--- src/rtl/pipe_stage_elastic.sv ---
// Two-entry elastic pipeline stage (main + skid) for the EX/MEM payload.
// Handshake flags and occupancy come straight from registers, so there is no combinational ready/valid path.
module pipe_stage_elastic #(
    parameter int unsigned CTRL_W = 8,
    parameter int unsigned DATA_W = 32,
    parameter int unsigned RD_W   = 5,
    parameter int unsigned CNT_W  = 16
) (
    input  logic              clock,
    input  logic              async_reset,

    input  logic              in_valid,
    output logic              in_ready,
    input  logic [CTRL_W-1:0] in_ctrl,
    input  logic [DATA_W-1:0] in_alu,
    input  logic [DATA_W-1:0] in_wdata,
    input  logic [RD_W-1:0]   in_rd,
    input  logic [DATA_W-1:0] in_pc4,

    output logic              out_valid,
    input  logic              out_ready,
    output logic [CTRL_W-1:0] out_ctrl,
    output logic [DATA_W-1:0] out_alu,
    output logic [DATA_W-1:0] out_wdata,
    output logic [RD_W-1:0]   out_rd,
    output logic [DATA_W-1:0] out_pc4,

    input  logic              flush,
    output logic [1:0]        occupancy,
    output logic [CNT_W-1:0]  stall_cnt,
    input  logic              stall_clr
);

    typedef enum logic [1:0] {
        EMPTY = 2'd0,
        ONE   = 2'd1,
        FULL  = 2'd2
    } state_t;

    typedef struct packed {
        logic [CTRL_W-1:0] ctrl;
        logic [DATA_W-1:0] alu;
        logic [DATA_W-1:0] wdata;
        logic [RD_W-1:0]   rd;
        logic [DATA_W-1:0] pc4;
    } payload_t;

    state_t   state;
    state_t   state_n;
    payload_t main_q;
    payload_t main_n;
    payload_t skid_q;
    payload_t skid_n;
    payload_t in_payload;
    logic     push;
    logic     pop;
    logic     stall_hit;

    always_comb begin
        in_payload = '{ctrl: in_ctrl, alu: in_alu, wdata: in_wdata, rd: in_rd, pc4: in_pc4};
        push       = in_valid & in_ready;
        pop        = out_valid & out_ready;
        stall_hit  = out_valid & ~out_ready;
    end

    // Entries are zeroed whenever they empty, so main_q can drive out_* without an output mask.
    always_comb begin
        state_n = state;
        main_n  = main_q;
        skid_n  = skid_q;
        if (flush) begin
            state_n = EMPTY;
            main_n  = '0;
            skid_n  = '0;
        end else begin
            case (state)
                EMPTY: begin
                    if (push) begin
                        main_n  = in_payload;
                        state_n = ONE;
                    end
                end
                ONE: begin
                    if (push && pop) begin
                        main_n = in_payload;
                    end else if (push) begin
                        skid_n  = in_payload;
                        state_n = FULL;
                    end else if (pop) begin
                        main_n  = '0;
                        state_n = EMPTY;
                    end
                end
                FULL: begin
                    if (pop) begin
                        main_n  = skid_q;
                        skid_n  = '0;
                        state_n = ONE;
                    end
                end
                default: begin
                    state_n = EMPTY;
                    main_n  = '0;
                    skid_n  = '0;
                end
            endcase
        end
    end

    always_ff @(posedge clock or posedge async_reset) begin
        if (async_reset) begin
            state     <= EMPTY;
            main_q    <= '0;
            skid_q    <= '0;
            out_valid <= 1'b0;
            in_ready  <= 1'b1;
        end else begin
            state     <= state_n;
            main_q    <= main_n;
            skid_q    <= skid_n;
            out_valid <= (state_n != EMPTY);
            in_ready  <= (state_n != FULL);
        end
    end

    always_ff @(posedge clock or posedge async_reset) begin
        if (async_reset) begin
            stall_cnt <= '0;
        end else if (stall_clr) begin
            stall_cnt <= '0;
        end else if (stall_hit && (stall_cnt != '1)) begin
            stall_cnt <= stall_cnt + CNT_W'(1);
        end
    end

    always_comb begin
        occupancy = state;
        out_ctrl  = main_q.ctrl;
        out_alu   = main_q.alu;
        out_wdata = main_q.wdata;
        out_rd    = main_q.rd;
        out_pc4   = main_q.pc4;
    end

endmodule

--- config.mk ---
export PLATFORM = sky130hd
export DESIGN_NAME = pipe_stage_elastic
export DESIGN_NICKNAME = d
export VERILOG_FILES = /design/src/rtl/pipe_stage_elastic.sv
export SDC_FILE = /design/constraint.sdc
export NUM_CORES = 1
export LEC_CHECK = 0
export ABC_CLOCK_PERIOD_IN_PS = 16550
export BUFFER_PORTS_ARGS = -buffer_cell sky130_fd_sc_hd__buf_4
export CORE_UTILIZATION = 50
export DETAILED_ROUTE_END_ITERATION = 8
export MAX_ROUTING_LAYER = met4
export PLACE_DENSITY = 0.74
export SYNTH_ARGS = -nofsm -noshare
export SYNTH_HDL_FRONTEND = slang
export SYNTH_SLANG_ARGS = --single-unit
--- constraint.sdc ---
create_clock -name clock -period 16.55 [get_ports clock]
set_input_delay 0 -clock clock [delete_from_list [all_inputs] [get_ports clock]]
set_output_delay 0 -clock clock [all_outputs]
set_load 0.01 [all_outputs]
==> impl_metrics.json <==
{
  "mappedNetlistArea_um2": 11600,
  "p_switching_uw": 425,
  "ys_seq_area_share_pct": 51.5,
  "place_area_um2": 13500,
  "fmax_ghz": 0.279,
  "comb_power_share_pct": 18.7,
  "clkLatencyLatePin_ns": 0.53,
  "hp-class": "primary input to asynchronous set/reset pin",
  "rsz0062_at_grt": "false",
  "finalMaxSlewViolations": 0,
  "power_frac_seq_pct": 42.3,
  "grt_antenna_before_repair": 1,
  "ys_ff_latch": 238,
  "cts-buffers-inserted": 27,
  "final_area_um2": 15500,
  "via_per_inst": 5.63,
  "peakVddDrop_uv": 67.6,
  "globalRouteOverflowTotal": 0,
  "dp_hpwl_um": 18100,
  "drc": 0,
  "place_congestion": 0.817,
  "critPathKind": "register to register",
  "syn_inst": 1120,
  "fin_util_pct": 68.6,
  "start_util_pct": 51.1,
  "p_leak_uw": 0.00728,
  "ys_warn_count": 0,
  "synth_ff_type": "dfrtp_1",
  "first_pass_iters": 5,
  "synth-edff-count": 0,
  "die_h_um": 154,
  "crit_fanout": 63,
  "ys_types": 52,
  "drt_iter0_drc": 677,
  "maxCapViolCount": 0,
  "period_minus_slack_ns": 3.59,
  "final_layout_size_suffix_gt1_share_pct": 21.5,
  "status": "finished clean",
  "multi_input_area_um2": 4810,
  "max_slew_margin_pct": 20.3,
  "design.core.area_um2": 22600,
  "final.period_utilization_pct": 21.7,
  "vias": 9800,
  "synth_async_sr_flop_share_pct": 100,
  "postSynthAreaPerCell_um2": 10.3,
  "cts_sinks": 238,
  "die_w_um": 154,
  "wirelength_um": 32300,
  "clockPowerShare_pct": 39.0,
  "worstPathArrival_ns": 3.97,
  "fin_cells": 1742,
  "syn2layout_area_growth_pct": 34.2,
  "layout_commonest_cell": "buf_4",
  "grt_pass1_vias": 10200,
  "cts_buffer_depth": 3,
  "portBuffers": 243,
  "wl_per_cell_um": 18.5,
  "layout_common_cells": "256 x buf_4, 235 x dfrtp_1, 180 x mux2i_1, 123 x nand2_1, 115 x dlygate4sd3_1",
  "switching_share_pct": 27.6,
  "cp-start-kind": "register",
  "finalClockSkew_ns": 0.0174,
  "crit_required_ns": 16.93,
  "clkTransAtPathRegs_ns": 0.06,
  "antenna_left": 0,
  "tightest_slew_ns": 1.19,
  "place_inst": 1576,
  "cts_max_level": 1,
  "hold_violations": 0,
  "num_rows": 55,
  "cts_setup_buffers": 0,
  "setup_tns_ns": 0,
  "powerDensity_nw_per_um2": 99.2,
  "num_io_pins": 244,
  "nets": 1551,
  "fp.dieArea_um2": 23800,
  "clockRootBuffer": "clkbuf_16",
  "grt_pass1_wl_um": 53100,
  "grt_max_degree": 113,
  "cts_tree": "yes",
  "finalSetupViolations": 0,
  "grt_usage_pct": 28.5,
  "synth_nets": 1236,
  "power.internal_uw": 1120,
  "seqCellArea_um2": 5960,
  "worst_setup_path_end_kind": "register",
  "fillers": 1691
}
final cells by class:
cell class              count  area share [%]
diodes                      1          0.0161
clock buffers              44            5.21
clock inverters             6           0.540
inverters                 113            2.78
multi-input cells         684            31.0
flip-flops and latches    238            38.4
well taps                 285            2.30
repair buffers            371            19.8
path summary, 6_finish.rpt:
path | start | end | slack, ns | cells past startpoint
setup / recovery | occupancy[1] | out_alu[24] | 12.96 | 6
hold / removal | async_reset | out_pc4[24] | 0.17 | 3
setup reg to reg | occupancy[1] | out_alu[24] | 12.96 | 6
hold reg to reg | out_pc4[28] | out_pc4[28] | 0.49 | 1
max in group asynchronous | async_reset | occupancy[1] | 14.13 | 5
min in group clock | in_pc4[12] | skid_q[12] | 0.29 | 4
power by group through the flow:
stage | clock network, uW | registers (uW) | logic (uW)
global placement | 0 | 659 | 257
floorplan | 0 | 664 | 148
finish | 601 | 652 | 288
detailed placement | 0 | 659 | 263
CTS | 610 | 650 | 286
global route | 634 | 656 | 314
cell families (layout without fill, tap and decap cells):
logic type	after synthesis	after routing	share of synthesized area, %
AOI/OAI and AO/OA	257	257	16.0
and+or+nand+nor	244	244	9.35
DFF	238	238	51.5
buffers and inverters	198	534	7.37
muxes	181	181	15.7
adders and majority gates	1	1	0.108
xor gates and xnor gates	1	1	0.0757
other	0	1	0
metrics by stage:
step	hold slack (ns)	power, uW	setup WS, ns
final	0.167	1540	12.96
after global routing	0.249	1600	12.71
after CTS	0.216	1550	12.95
after detailed placement	0.224	922	12.96
after global placement	0.218	916	13.02
after floorplan	0.0963	812	10.02
state kept, by name, summed over array words and instances (netlist names):
| register | flops |
|---|---|
| out_alu | 32 |
| out_pc4 | 32 |
| skid_q | 109 |
| stall_cnt | 16 |
| occupancy | 2 |
| in_ready | 1 |
| out_valid | 1 |
| out_rd | 5 |
| out_ctrl | 8 |
| out_wdata | 32 |
per-layer routing:
metal / global-route usage (%) / vias up / share of wire, %
met1: 36.8 / 4863 / 43
met3: 4.09 / 72 / 5.3
met2: 46.3 / 339 / 48
li1: - / 4526 / -
met5: - / - / 0
met4: 9.05 / 0 / 2.9
synthesized netlist by cell type (2+ instances only):
cell / instances / area [um^2]
and4_1: 2 / 17.5
nand3_1: 5 / 25.0
dfrtp_1: 237 / 5930
and2_1: 3 / 18.8
o21bai_1: 2 / 15.0
and4b_1: 2 / 20.0
or4_1: 4 / 30.0
a22oi_1: 39 / 293
nand2b_1: 2 / 12.5
and3_1: 2 / 12.5
a21oi_1: 83 / 415
buf_4: 13 / 97.6
nor3b_1: 2 / 15.0
o31ai_1: 2 / 15.0
o21ai_0: 8 / 40.0
buf_2: 37 / 185
or3_1: 7 / 43.8
buf_1: 11 / 41.3
o41ai_1: 2 / 17.5
nand3b_1: 2 / 15.0
nand2_1: 123 / 462
inv_1: 113 / 424
o211ai_1: 2 / 15.0
nor2b_1: 2 / 12.5
mux2i_1: 180 / 1800
buf_6: 2 / 22.5
nand4_1: 3 / 18.8
o2bb2ai_1: 109 / 955
clkbuf_1: 22 / 82.6
nor2_1: 77 / 289
timing repair:
item,CTS,global route
resized for setup,0,0
hold buffers,115,0
endpoints found under the hold margin,349,0
critical path, cell delays in order, from the launching register on:
cell and delay (ns):
dfrtp_4 0.65, buf_4 0.86, xnor2_1 0.25, o22ai_1 0.16
nand2b_4 0.58, buf_4 0.66, o2bb2ai_1 0.17
No activity file was read; power rests on OpenSTA's default activity.
